===== src/rtl/mem_stage_vlat.sv =====
// MEM pipeline stage for a variable-latency data bus.
// Holds one instruction and waits for its in-order bus response, which may
// also arrive in the same cycle it is needed. Responses that belong to
// instructions killed by a flush are counted and dropped. Load data is
// aligned and extended here before it goes to WB.
module mem_stage_vlat #(
   parameter int SIDE_W      = 64,
   parameter int MAX_DISCARD = 3
) (
   input  logic              clk,
   input  logic              reset,
   input  logic              es_to_ms_valid,
   input  logic              es_req_sent,
   input  logic [2:0]        es_load_op,
   input  logic [1:0]        es_addr_lo,
   input  logic [31:0]       es_alu_result,
   input  logic [31:0]       es_rt_value,
   input  logic              es_ex,
   input  logic [SIDE_W-1:0] es_side,
   output logic              ms_allowin,
   input  logic              data_ok,
   input  logic [31:0]       data_rdata,
   input  logic              ws_allowin,
   output logic              ms_to_ws_valid,
   output logic [31:0]       ms_result,
   output logic              ms_ex,
   output logic [SIDE_W-1:0] ms_side,
   output logic              ms_fwd_valid,
   output logic              ms_load_stall,
   input  logic              flush
);

   localparam int CNT_W = $clog2(MAX_DISCARD + 1);

   typedef enum logic [2:0] {
      LD_NONE = 3'd0,
      LD_W    = 3'd1,
      LD_H    = 3'd2,
      LD_HU   = 3'd3,
      LD_B    = 3'd4,
      LD_BU   = 3'd5,
      LD_WL   = 3'd6,
      LD_WR   = 3'd7
   } load_op_e;

   logic              ms_valid_q, ms_valid_d;
   logic              ms_req_q;
   logic              resp_got_q, resp_got_d;
   logic [CNT_W-1:0]  discard_cnt_q, discard_cnt_d;
   logic [31:0]       rdata_buf_q, rdata_buf_d;
   load_op_e          op_q;
   logic [1:0]        addr_lo_q;
   logic [31:0]       alu_q;
   logic [31:0]       rt_q;
   logic              ex_q;
   logic [SIDE_W-1:0] side_q;

   logic              no_discard;
   logic              resp_bypass;
   logic              ms_ready_go;
   logic              capture;
   logic              advance;
   logic              resp_accept;
   logic              resp_drop;
   logic              discard_inc;

   logic [31:0]       ld_data;
   logic [15:0]       ld_half;
   logic [7:0]        ld_byte;

   // A response with no killed ones ahead of it belongs to the held instruction.
   assign no_discard     = (discard_cnt_q == '0);
   assign resp_bypass    = data_ok && no_discard;
   assign ms_ready_go    = !ms_req_q || resp_got_q || resp_bypass;
   assign ms_allowin     = (!ms_valid_q || (ms_ready_go && ws_allowin)) &&
                           (discard_cnt_q < CNT_W'(MAX_DISCARD));
   assign ms_to_ws_valid = ms_valid_q && ms_ready_go && !flush;
   assign capture        = es_to_ms_valid && ms_allowin && !flush;
   assign advance        = ms_to_ws_valid && ws_allowin;
   assign resp_drop      = data_ok && !no_discard;
   assign resp_accept    = resp_bypass && ms_valid_q && ms_req_q && !resp_got_q;
   assign discard_inc    = flush && ms_valid_q && ms_req_q && !resp_got_q && !resp_bypass;

   assign ms_ex          = ex_q;
   assign ms_side        = side_q;
   assign ms_fwd_valid   = ms_valid_q && ms_ready_go;
   assign ms_load_stall  = ms_valid_q && (op_q != LD_NONE) && !ms_ready_go;

   // Next-state for occupancy, response tracking and the discard counter.
   always_comb begin
      ms_valid_d    = ms_valid_q;
      resp_got_d    = resp_got_q;
      rdata_buf_d   = rdata_buf_q;
      discard_cnt_d = discard_cnt_q;
      if (resp_accept) begin
         resp_got_d  = 1'b1;
         rdata_buf_d = data_rdata;
      end
      if (flush) begin
         ms_valid_d = 1'b0;
         resp_got_d = 1'b0;
      end else if (capture) begin
         ms_valid_d = 1'b1;
         resp_got_d = 1'b0;
      end else if (advance) begin
         ms_valid_d = 1'b0;
         resp_got_d = 1'b0;
      end
      // A kill and a dropped response in the same cycle cancel out.
      case ({discard_inc, resp_drop})
         2'b10:   discard_cnt_d = discard_cnt_q + CNT_W'(1);
         2'b01:   discard_cnt_d = discard_cnt_q - CNT_W'(1);
         default: discard_cnt_d = discard_cnt_q;
      endcase
   end

   // State registers and capture of the incoming instruction.
   always_ff @(posedge clk) begin
      if (reset) begin
         ms_valid_q    <= 1'b0;
         ms_req_q      <= 1'b0;
         resp_got_q    <= 1'b0;
         discard_cnt_q <= '0;
         rdata_buf_q   <= '0;
         op_q          <= LD_NONE;
         addr_lo_q     <= '0;
         alu_q         <= '0;
         rt_q          <= '0;
         ex_q          <= 1'b0;
         side_q        <= '0;
      end else begin
         ms_valid_q    <= ms_valid_d;
         resp_got_q    <= resp_got_d;
         discard_cnt_q <= discard_cnt_d;
         rdata_buf_q   <= rdata_buf_d;
         if (capture) begin
            ms_req_q  <= es_req_sent;
            op_q      <= load_op_e'(es_load_op);
            addr_lo_q <= es_addr_lo;
            alu_q     <= es_alu_result;
            rt_q      <= es_rt_value;
            ex_q      <= es_ex;
            side_q    <= es_side;
         end
      end
   end

   // Load alignment/extension; a same-cycle response bypasses the buffer.
   always_comb begin
      ld_data = resp_got_q ? rdata_buf_q : data_rdata;
      ld_half = addr_lo_q[1] ? ld_data[31:16] : ld_data[15:0];
      case (addr_lo_q)
         2'd0:    ld_byte = ld_data[7:0];
         2'd1:    ld_byte = ld_data[15:8];
         2'd2:    ld_byte = ld_data[23:16];
         default: ld_byte = ld_data[31:24];
      endcase
      ms_result = alu_q;
      case (op_q)
         LD_W:  ms_result = ld_data;
         LD_H:  ms_result = {{16{ld_half[15]}}, ld_half};
         LD_HU: ms_result = {16'h0000, ld_half};
         LD_B:  ms_result = {{24{ld_byte[7]}}, ld_byte};
         LD_BU: ms_result = {24'h000000, ld_byte};
         LD_WL: begin
            case (addr_lo_q)
               2'd0:    ms_result = {ld_data[7:0],  rt_q[23:0]};
               2'd1:    ms_result = {ld_data[15:0], rt_q[15:0]};
               2'd2:    ms_result = {ld_data[23:0], rt_q[7:0]};
               default: ms_result = ld_data;
            endcase
         end
         LD_WR: begin
            case (addr_lo_q)
               2'd0:    ms_result = ld_data;
               2'd1:    ms_result = {rt_q[31:24], ld_data[31:8]};
               2'd2:    ms_result = {rt_q[31:16], ld_data[31:16]};
               default: ms_result = {rt_q[31:8],  ld_data[31:24]};
            endcase
         end
         default: ms_result = alu_q;
      endcase
   end

endmodule


===== config.mk =====
export PLATFORM = sky130hd
export DESIGN_NAME = mem_stage_vlat
export DESIGN_NICKNAME = d
export VERILOG_FILES = /design/src/rtl/mem_stage_vlat.sv
export SDC_FILE = /design/constraint.sdc
export NUM_CORES = 1
export LEC_CHECK = 0
export CAP_MARGIN = 20
export CORE_MARGIN = 2
export CORE_UTILIZATION = 43
export CTS_BUF_LIST = sky130_fd_sc_hd__clkbuf_8
export DETAILED_ROUTE_END_ITERATION = 12
export GPL_TIMING_DRIVEN = 0
export PLACE_DENSITY = 0.84
export SLEW_MARGIN = 20
export SYNTH_ARGS = -nofsm -noshare
export SYNTH_HDL_FRONTEND = slang
export SYNTH_SLANG_ARGS = --single-unit

===== constraint.sdc =====
create_clock -name clk -period 3.5 [get_ports clk]
set_input_delay 0.7 -clock clk [delete_from_list [all_inputs] [get_ports clk]]
set_output_delay 0.7 -clock clk [all_outputs]
set_load 0.005 [all_outputs]

==> reports/metrics.csv <==
metric,value,unit
switching power summed over all nets,1.53,mW
WL final,36100,µm
most instantiated flip-flop cell in the synthesis netlist,sky130_fd_sc_hd__dfxtp_1,
internal power of the cells,3.22,mW
total non-filler cell area in the finished layout,13100,µm²
drt wl/cell,23.0,µm
#FFs+latches synth,171,
worst r2r src,resp_got_q$_SDFFE_PP0P_,
Tcrit/Tclk final,101,%
Post-Syn Area per Cell,9.15,µm²
Placement Rows,52,
total power density per cell area,362,nW/µm²
post-layout min period,3.52,ns
number of DRC markers in iteration 0,891,
DRC violations left,0,
switch share,32.3,%
net total in the final layout,1459,
CP startpoint,resp_got_q$_SDFFE_PP0P_,
placement-stage worst setup slack,-0.657,ns
synthesized instance count,965,
clk slew on worst S/H paths,0.12,ns
number of hold buffers added after CTS,0,
maximum fanout encountered on the critical timing path,4,
starting density of the core,43.8,%
hold path startpoint,rdata_buf_q[25]$_SDFFE_PP0P_,
vias in the first global route,9073,
Placed Instances,1507,
clock net sink count,171,
Final Setup Violations,3,
count of flip-flops with a built-in enable after synthesis,0,
Worst Hold Margin,0.493,ns
classification of the worst setup path,reg -> out,
share of layout cells above drive strength 1,18.0,%
maximum count of clock buffers along a single path,2,
"Net Count, Synth",1139,
TritonCTS clock tree,built,
setup slack of the critical path after layout,-0.0237,ns
outcome,"complete, but fails checks",
Final Hold Vio Count,0,
sequential share of power,43.9,%
antenna diode count,0,
transition time at the pin with the least slew margin,0.835,ns
WP data required,2.80,ns
overall power consumption,4.75,mW
total clock buffers created by CTS,17,
setup repair after global routing missed its margin,true,
TritonRoute pass-1 iters,6,
height of the chip,147,µm
sequential area share after synthesis,38.8,%
path class of the lowest-slack min-delay path,reg -> reg,
Congestion Overflow GR,0,
share of flip-flops with an asynchronous set or reset after synthesis,0,%
"Cell Count, Final, Fillers Out",1568,
Worst VDD drop,0.000250,V
overall track demand over capacity in global routing,32.7,%
via count,9018,
number of warnings reported in the yosys synthesis log,0,
number of max-slew violations in the final report,0,
wire length of the first global-routing pass,53700,µm
combinational power share,23.9,%
die area,21700,µm²
highest clock rate,284,MHz
Pleak,4.91,nW
Die X-Extent,147,µm
Final Core Density,65.1,%
signal arrival time at the worst endpoint,2.82,ns
total negative slack,-0.0689,ns
core region area,20200,µm²
startpoint type of the worst setup path,flip-flop,
count of buffers from port buffering,272,
half-perimeter wire length after placement,27300,µm
placement-stage cell area,11900,µm²
clock network latency to the later pin of the worst-skew pair,0.50,ns
unique cell type count in the Yosys netlist,57,
crit end category,output pin,
cell area after technology mapping,8830,µm²
max-cap violation count,0,
initial antenna violation count,0,
H-tree levels,4,
number of top-level pins,274,
area added between synthesis and finish,48.8,%
failing checks,setup timing,
root buffer cell,sky130_fd_sc_hd__clkbuf_8,
average vias per placed instance,5.75,
remaining max-slew budget at the tightest pin,44.4,%
global placer's final weighted congestion,0.993,
post-detailed-route count of antenna-violating nets,0,
Filler Cells Inserted,1651,
clock skew after layout,0.0240,ns
Clk pwr share,32.2,%
pin count of the biggest net entering global routing,22,
[power by group through the flow]
| stage | Sequential (mW) | Combinational (mW) | Clock [mW] |
|---|---|---|---|
| 2_1_floorplan | 2.11 | 0.463 | 0 |
| 3_3_place_gp | 2.12 | 1.02 | 0 |
| 3_5_place_dp | 2.13 | 1.02 | 0 |
| 4_1_cts | 2.08 | 1.10 | 1.55 |
| 5_1_grt | 2.09 | 1.20 | 1.62 |
| 6_report | 2.09 | 1.14 | 1.53 |
[final timing paths]
path / endpoint / slack, ns / depth (start not counted)
min reg2reg: rdata_buf_q[25]$_SDFFE_PP0P_ / 0.49 / 2
max: ms_result[29] / -0.02 / 10
max reg2reg: addr_lo_q[1]$_SDFFE_PP0P_ / 0.68 / 11
min: rdata_buf_q[25]$_SDFFE_PP0P_ / 0.49 / 2
[timing repair]
action / CTS / global route
pin swaps: 23 / 8
endpoints found under the setup margin: 32 / 29
buffers inserted: 25 / 8
resized for setup: 216 / 40
[placed cells by master, fill, tap and decap left out, types with 16 or more instances in the layout]
cell type / instances
sky130_fd_sc_hd__clkbuf_1: 30
sky130_fd_sc_hd__nor2_1: 171
sky130_fd_sc_hd__dfxtp_1: 170
sky130_fd_sc_hd__mux4_2: 23
sky130_fd_sc_hd__a21oi_1: 60
sky130_fd_sc_hd__mux2i_4: 17
sky130_fd_sc_hd__clkdlybuf4s50_1: 237
sky130_fd_sc_hd__buf_6: 16
sky130_fd_sc_hd__buf_2: 18
sky130_fd_sc_hd__nand2_1: 86
sky130_fd_sc_hd__mux2i_1: 151
sky130_fd_sc_hd__o21ai_0: 23
sky130_fd_sc_hd__clkbuf_8: 17
sky130_fd_sc_hd__buf_4: 42
[flip-flops by register name, indices dropped and copies added, names as in the netlist]
name	cells
addr_lo_q	2
alu_q	32
discard_cnt_q	2
ms_ex	1
ms_req_q	1
ms_side	64
ms_valid_q	1
op_q	3
rdata_buf_q	32
resp_got_q	1
rt_q	32
[worst max-delay path: stages (launching register included)]
cell	delay, ns
sky130_fd_sc_hd__dfxtp_4	0.42
sky130_fd_sc_hd__buf_12	0.15
sky130_fd_sc_hd__mux2i_4	0.18
sky130_fd_sc_hd__mux4_2	0.48
sky130_fd_sc_hd__or3_4	0.40
sky130_fd_sc_hd__nand2_4	0.10
sky130_fd_sc_hd__buf_8	0.11
sky130_fd_sc_hd__buf_6	0.12
sky130_fd_sc_hd__buf_6	0.10
sky130_fd_sc_hd__o32a_4	0.15
sky130_fd_sc_hd__buf_6	0.10
[cells by family (layout without fill, tap and decap cells)]
group	after synthesis	in the layout	share of synthesized area (%)
AOI/OAI and AO/OA	178	178	13.8
DFF	171	171	38.8
and+or+nand+nor	318	318	15.1
buffers and inverters	84	417	4.69
xor gates and xnor gates	2	2	0.198
adders and majority gates	1	1	0.142
muxes	211	211	27.4
[routing by layer]
metal | vias up | wire, µm | share of wire (%) | track usage [%]
met5 | - | 0 | 0 | 0
li1 | 4104 | - | - | -
met2 | 528 | 17000 | 47 | 53.3
met3 | 103 | 3190 | 8.8 | 8.17
met1 | 4283 | 14300 | 40 | 41.1
met4 | 0 | 1590 | 4.4 | 15.0
[final cells by class]
type                    instances  area (µm²)  share of cell area [%]
multi-input cells             710        5440                    41.4
flip-flops and latches        171        3430                    26.1
repair buffers                305        2960                    22.5
plain buffers                  76         517                    3.93
well taps                     270         338                    2.57
clock buffers                  17         234                    1.78
clock inverters                15         201                    1.53
inverters                       4        18.8                   0.143
[synth_stat cells (all sizes together) (9+ instances only)]
master / instances / area share (%)
a221o: 12 / 1.4
nand2: 90 / 3.9
buf: 34 / 2.6
o21ai: 25 / 1.4
a22oi: 11 / 0.94
nor3: 12 / 0.68
nand3: 9 / 0.51
mux2: 14 / 1.8
nor2: 176 / 7.5
a21oi: 65 / 3.7
mux2i: 174 / 20
dfxtp: 171 / 39
mux4: 23 / 5.9
o32a: 18 / 2.1
clkbuf: 46 / 2.0
No activity file was read; power rests on OpenSTA's default activity.
